### config.mk
export PLATFORM = sky130hd
export DESIGN_NAME = ifft4_stream
export DESIGN_NICKNAME = d
export VERILOG_FILES = /design/src/rtl/ifft4_stream.sv
export SDC_FILE = /design/constraint.sdc
export NUM_CORES = 1
export LEC_CHECK = 0
export CAP_MARGIN = 20
export CELL_PAD_IN_SITES_DETAIL_PLACEMENT = 0
export CELL_PAD_IN_SITES_GLOBAL_PLACEMENT = 1
export CORE_AREA = 2 2 180 182
export CTS_BUF_LIST = sky130_fd_sc_hd__clkbuf_16
export DETAILED_ROUTE_END_ITERATION = 6
export DIE_AREA = 0 0 182 184
export PLACE_DENSITY_LB_ADDON = 0.1
export SYNTH_ARGS = -nofsm -noshare
export SYNTH_HDL_FRONTEND = slang
export SYNTH_SLANG_ARGS = --single-unit
### constraint.sdc
create_clock -name clk -period 4.8 [get_ports clk]
set_input_delay 0.72 -clock clk [delete_from_list [all_inputs] [get_ports clk]]
set_output_delay 0.72 -clock clk [all_outputs]
set_load 0.005 [all_outputs]
### src/rtl/ifft4_stream.sv
// Streaming 4-point inverse DFT: loads four packed complex samples, runs four radix-2
// butterflies on one shared datapath, then streams x0..x3 out in natural order.
module ifft4_stream #(
  parameter int unsigned WIDTH = 32
) (
  input  logic             clk,
  input  logic             rst,
  input  logic             in_valid,
  output logic             in_ready,
  input  logic [WIDTH-1:0] in_data,
  output logic             out_valid,
  input  logic             out_ready,
  output logic [WIDTH-1:0] out_data,
  output logic             out_last,
  output logic             busy
);

  localparam int unsigned HALF = WIDTH / 2;

  typedef enum logic [2:0] {StLoad, StS1a, StS1b, StS2a, StS2b, StUnload} state_e;

  state_e           state_q, state_d;
  logic [1:0]       in_cnt_q, in_cnt_d;
  logic [1:0]       out_cnt_q, out_cnt_d;
  logic [WIDTH-1:0] buf_q [4];
  logic [WIDTH-1:0] buf_d [4];

  // Butterflies run in place: after S2B the slots hold x0, x2, x1, x3.
  logic [1:0] idx_p, idx_q;
  logic       twiddle;

  always_comb begin
    idx_p   = 2'd0;
    idx_q   = 2'd2;
    twiddle = 1'b0;
    unique case (state_q)
      StS1b: begin
        idx_p = 2'd1;
        idx_q = 2'd3;
      end
      StS2a: begin
        idx_p = 2'd0;
        idx_q = 2'd1;
      end
      StS2b: begin
        idx_p   = 2'd2;
        idx_q   = 2'd3;
        twiddle = 1'b1;
      end
      default: ;
    endcase
  end

  logic [HALF-1:0]  pr, pi, qr, qi;
  logic [HALF:0]    pr_x, pi_x, tr, ti, sr, si, dr, di;
  logic [WIDTH-1:0] bf_sum, bf_diff;

  assign pr   = buf_q[idx_p][WIDTH-1:HALF];
  assign pi   = buf_q[idx_p][HALF-1:0];
  assign qr   = buf_q[idx_q][WIDTH-1:HALF];
  assign qi   = buf_q[idx_q][HALF-1:0];
  assign pr_x = {pr[HALF-1], pr};
  assign pi_x = {pi[HALF-1], pi};

  // Inverse twiddle +j: (r + j*i) -> (-i + j*r); negating at HALF+1 bits cannot wrap.
  assign tr = twiddle ? ((HALF+1)'(0) - {qi[HALF-1], qi}) : {qr[HALF-1], qr};
  assign ti = twiddle ? {qr[HALF-1], qr} : {qi[HALF-1], qi};

  assign sr = pr_x + tr;
  assign si = pi_x + ti;
  assign dr = pr_x - tr;
  assign di = pi_x - ti;

  // Dropping bit 0 is the floor shift; the upper HALF bits always fit.
  assign bf_sum  = {sr[HALF:1], si[HALF:1]};
  assign bf_diff = {dr[HALF:1], di[HALF:1]};

  always_comb begin
    state_d   = state_q;
    in_cnt_d  = in_cnt_q;
    out_cnt_d = out_cnt_q;
    buf_d     = buf_q;
    unique case (state_q)
      StLoad: begin
        if (in_valid) begin
          buf_d[in_cnt_q] = in_data;
          in_cnt_d        = in_cnt_q + 2'd1;
          if (in_cnt_q == 2'd3) state_d = StS1a;
        end
      end
      StS1a, StS1b, StS2a, StS2b: begin
        buf_d[idx_p] = bf_sum;
        buf_d[idx_q] = bf_diff;
        unique case (state_q)
          StS1a:   state_d = StS1b;
          StS1b:   state_d = StS2a;
          StS2a:   state_d = StS2b;
          default: state_d = StUnload;
        endcase
      end
      StUnload: begin
        if (out_ready) begin
          out_cnt_d = out_cnt_q + 2'd1;
          if (out_cnt_q == 2'd3) state_d = StLoad;
        end
      end
      default: state_d = StLoad;
    endcase
  end

  always_ff @(posedge clk or posedge rst) begin
    if (rst) begin
      state_q   <= StLoad;
      in_cnt_q  <= 2'd0;
      out_cnt_q <= 2'd0;
      buf_q     <= '{default: '0};
    end else begin
      state_q   <= state_d;
      in_cnt_q  <= in_cnt_d;
      out_cnt_q <= out_cnt_d;
      buf_q     <= buf_d;
    end
  end

  always_comb begin
    in_ready  = (state_q == StLoad) && !rst;
    busy      = (state_q != StLoad);
    out_valid = 1'b0;
    out_last  = 1'b0;
    out_data  = '0;
    if (state_q == StUnload) begin
      out_valid = 1'b1;
      out_last  = (out_cnt_q == 2'd3);
      // Bit-reversed slot order restores natural x0..x3.
      out_data  = buf_q[{out_cnt_q[0], out_cnt_q[1]}];
    end
  end

endmodule
# == Yosys cells after proc, flatten, opt, wreduce, memory -nomap -nowiden ==
# Cells that the tools add are included.
# word_totals
elab_cells,84
reg_bits,135
inputBits,36
# classes
n_addsub,7
eq_ne,11
bitwise,4
n_reduce_logical,14
muxes,34
order_cmp,7
# op_table
op,n
$bwmux 128,3
$mux 32,10
$pmux 128 s2,1
$bmux 32 s2,3
$demux 32 s2,3
$mux 128,1
$add 17x17->17,2
$mux 17,2
$sub 17x17->17,2
$pmux 3 s3,2
$sub 1x16->17 const A,1
$ge 3x3->1 const B,4
$mux 3,4
$not 2->3,4
$lt 3x1->1 const B,3
$ne 2x2->1 const B,4
$pmux 2 s2,2
$eq 3x2->1 const B,2
$eq 3x3->1 const B,2
$reduce_and 2->1,3
$add 2x1->2 const B,2
$eq 2x2->1 const B,2
$logic_and 1x1->1,4
$reduce_and 4->1,1
other kinds (8),10

# == Logic depth before layout (Yosys ltp) ==
# logic_depth
word_depth,13
mapped_depth,24
mapped_depth_nobuf,21

# == Least setup slack after synthesis ==
# No wires, ideal clock.
# synth_path
kind,reg2reg
from,register state_q[2]
to,register buf_q[92] in the netlist's numbering
required_time_ns,4.681
path_buffers,3
path_slack_ns,0.108
stages_incl_launch_ff,23
period_less_slack_ns,4.692
arrival_ns,4.573
cell_sequence,dfrtp_1 buf_4 xnor2_2 or2_0 buf_2 o22a_1 o21ai_0 ha_1 o21ai_0 a221o_1 nor4b_4 xnor2_1 a21o_1 ha_1 clkbuf_1 nor4_1 and2_1 o31ai_1 a21oi_1 nor3_1 a311oi_1 o221ai_1 o21a_1
# synth_via
elab_chain_len,13
elab_cells_between_ends,38
classes_between,add/sub: 3; order compare: 4; eq/ne: 5; mux: 17; bitwise: 2; reduce/logical: 7
# synth_rtl
element,line,source
start: declaration,22,"state_e state_q, state_d;"
start signal: assignment,113,state_q <= StLoad;
start signal: assignment,118,state_q <= state_d;
$eq 3x2->1 / $eq 3x3->1 (equally long branches),"36, 83",
$reduce_or 2->1 (no source line),--,
$pmux 2 s2,36,unique case (state_q)
$not 2->3 (implied by the code),"60, 61, 93",
$bmux 32 s2,"60, 61",
$mux 32 (implied by the code) (2 in series),61,assign qi = buf_q[idx_q][HALF-1:0];
$sub 1x16->17,66,"assign tr = twiddle ? ((HALF+1)'(0) - {qi[HALF-1], qi}) : {qr[HALF-1], qr};"
$mux 17,66,
$add 17x17->17,69,assign sr = pr_x + tr;
$bwmux 128,92,buf_d[idx_p] = bf_sum;
$bwmux 128,93,buf_d[idx_q] = bf_diff;
$pmux 128 s2,83,unique case (state_q)
end signal: assignment,121,buf_q <= buf_d;
end: declaration,25,logic [WIDTH-1:0] buf_q [4];
# Parallel ways exist; a longest one is shown, timed or not. The select of a mux whose other input is x is not followed.
# A chain may end at the register's enable or synchronous reset.

# == Worst setup path in the final report ==
# layout_path
from,register state_q[2]
to,register buf_q[60] in the netlist's numbering
# The elaborated chain is that of the path after synthesis.

==> reports/summary.txt <==
Top post-synthesis cells by area - dfrtp_1, a21oi_1, ha_1, nor2_1, mux4_2
Hold Vio Cnt, Final - 0
Final setup margin - 0.1607 ns
Rows - 65
Antenna violations before repair - 0
Mapped Cells - 1,645
Max cap viols - 0
Simple-Gate Fraction of Synth Area - 0.1880
Area leader, netlist - dfrtp_1
GRT overflow - 0
Clock sinks - 135
Pre-antenna DRT Iters - 6
Number of flops mapped to enable cells by yosys - 0
Vias in the first global route - 13,130
Reg2reg start - state_q[2]
Final setup viols - 0
Die X - 182 um
ANT nets after route - 0
# diodes - 0
Mapped Area - 0.01309 mm2
Hold EP - buf_q[20]
Yosys warnings - 0
Achievable Freq - 215.6 MHz
Crit path max fanout - 5
Final #Nets - 1,872
Startpoint types - flop
Synthesized area per cell - 7.956 um2
Mux share of post-synthesis cell area - 0.08834
Synth cell count leaders - nor2_1, a21oi_1, dfrtp_1
Initial Util - 0.4169
P&R area growth vs syn - 21.34%
Synth Area in Adders - 0.06922
Core area - 0.03139 mm2
Drt wl/cell - 25.45 um
Vias per cell - 6.298
Final period utilization - 0.9665
Root Driver - clkbuf_16
Largest family of logic cells by synthesized area - compound AO/OA/AOI/OAI gates
Dpl hpwl - 38,790 um
Net Count, Synth - 1,751
CTS tree - built
Post-synth top area share - 0.2581
Fin crit period - 4.639 ns
Pins Over Slew Limit - 0
Total CTS buffers - 17
I/O pin count - 72
Synth Area in Compound Gates - 0.2920
RR Endpoint - buf_q[60]
DRC viols - 0
Arr. time, crit path - 4.97 ns
Status - finished, final reports clean
Setup CP Type - reg2reg
H-tree Lvls - 4
Async SR Flop Fraction - 1.000
Post-Synth XOR/XNOR Area - 0.04340
Worst hold-check path type - reg2reg
Max Root-Sink Buffers - 2
Clock Latency Late Sink - 0.45 ns
CP endpoint kind - flop
Least-Margin Pin Slew - 1.146 ns
Worst reg2reg path depth - 23
Top-count cell post-synth - nor2_1
Clock transition at path regs - 0.07 ns
Hold Crit Start - buf_q[20]
Drt total wl - 55,510 um
Critical Path RT - 5.13 ns
Initial DRC count - 1,446
Proportion of layout cells with a drive suffix above 1 - 0.1714
Routability cong. - 0.9653
Hold depth - 2
Cell variety after synth - 89
Register bit count reported by yosys - 135
Main synth FF type - dfrtp_1
Worst slack, placed - -0.04517 ns
Worst slew margin - 0.2361
Die area - 0.03349 mm2
Die H - 184 um
Largest net degree at the start of global routing - 94
# port buffers - 71
Final Skew - 0.01301 ns
R2R Setup Slk - 0.16 ns
Sequential fraction of the synthesis area - 0.2581
Total track usage - 0.3330
Global-route wire length before repair - 83,440 um
Final core occ - 0.5059
Vias - 13,740
==> flip-flops by register name (all words and copies together), names as in the netlist <==
| register | flops |
|---|---|
| state_q | 3 |
| out_cnt_q | 2 |
| in_cnt_q | 2 |
| buf_q | 128 |
==> per-layer routing <==
| metal | global-route usage | wire, um | vias to the layer above |
|---|---|---|---|
| li1 | - | - | 6250 |
| met1 | 0.4785 | 24910 | 6745 |
| met2 | 0.5160 | 24820 | 643 |
| met3 | 0.04754 | 4317 | 97 |
| met4 | 0.1065 | 1467 | 0 |
| met5 | 0 | 0 | - |
==> critical path: stages, from the launching register on <==
cell	delay, ns
dfrtp_2	0.46
xnor2_2	0.15
or2_4	0.26
o22a_1	0.19
o21ai_2	0.07
ha_2	0.21
o21ai_0	0.09
a221o_1	0.33
nor4b_4	0.26
buf_4	0.19
xnor2_1	0.13
a21o_1	0.20
inv_1	0.06
ha_1	0.21
buf_4	0.14
o21bai_1	0.15
a21oi_1	0.11
o21ai_0	0.22
a21oi_2	0.12
a31o_2	0.26
a311oi_2	0.26
buf_4	0.18
o221ai_1	0.11
o21a_1	0.16
==> kinds of logic (layout without fill, tap and decap cells) <==
group | Yosys count | in the layout
buf+inv | 198 | 332
simple gates | 525 | 525
flops | 135 | 135
xor+xnor | 64 | 64
compound gates | 578 | 578
mux | 75 | 75
fa+ha+maj | 70 | 70
==> stage by stage <==
stage               hold WS [ns]  cell area [um2]  setup TNS (ns)  cells
global placement          0.4877            15000               0   2137
global route              0.5368            15880         -0.1277   2181
finish                    0.5161            15880               0   2181
detailed placement        0.4960            15000        -0.06903   2137
floorplan                 0.4664            13090               0   1645
CTS                       0.5148            15620               0   2169
==> worst max path at each step <==
stage          startpoint        end  slack, ns  depth (start not counted)
2_1_floorplan  state_q[2]  buf_q[92]       0.11                         22
3_3_place_gp   state_q[2]  buf_q[60]       0.10                         20
6_report       state_q[2]  buf_q[60]       0.16                         23
4_1_cts        state_q[2]  buf_q[60]      0.002                         21
3_5_place_dp   state_q[2]  buf_q[60]      -0.05                         20
5_1_grt        state_q[2]  buf_q[60]      -0.03                         23
==> what timing repair did <==
action                                  CTS  global route
pin swaps                                 0             6
hold buffers                              0             0
endpoints found under the setup margin    7            37
hold endpoints to repair                  0             0
buffers inserted                          0            10
resized for setup                         4            32
gates cloned                              0             1
==> final cells by class <==
cell class / count / area [um2]
clock buffers: 17 / 425.4
clock inverters: 15 / 176.4
fillers: 3072 / 15510
inverters: 66 / 252.7
multi-input cells: 1312 / 9100
flip-flops and latches: 135 / 3385
well taps: 402 / 503.0
repair buffers: 234 / 2038
==> cell usage in the layout (no fill, tap or decap), types with 54 or more instances in the layout <==
| cell | synthesis | final |
|---|---|---|
| nor2_1 | 216 | 210 |
| a21oi_1 | 165 | 163 |
| buf_4 | 1 | 155 |
| dfrtp_1 | 135 | 130 |
| nand2_1 | 115 | 114 |
| o21ai_0 | 89 | 84 |
| clkdlybuf4s50_1 | 0 | 71 |
| inv_1 | 66 | 65 |
| ha_1 | 66 | 62 |
| xnor2_1 | 56 | 54 |
Power is left out: the tool's default activity adds up to more than one toggle a clock period on the data nets, which glitch-free logic cannot reach.
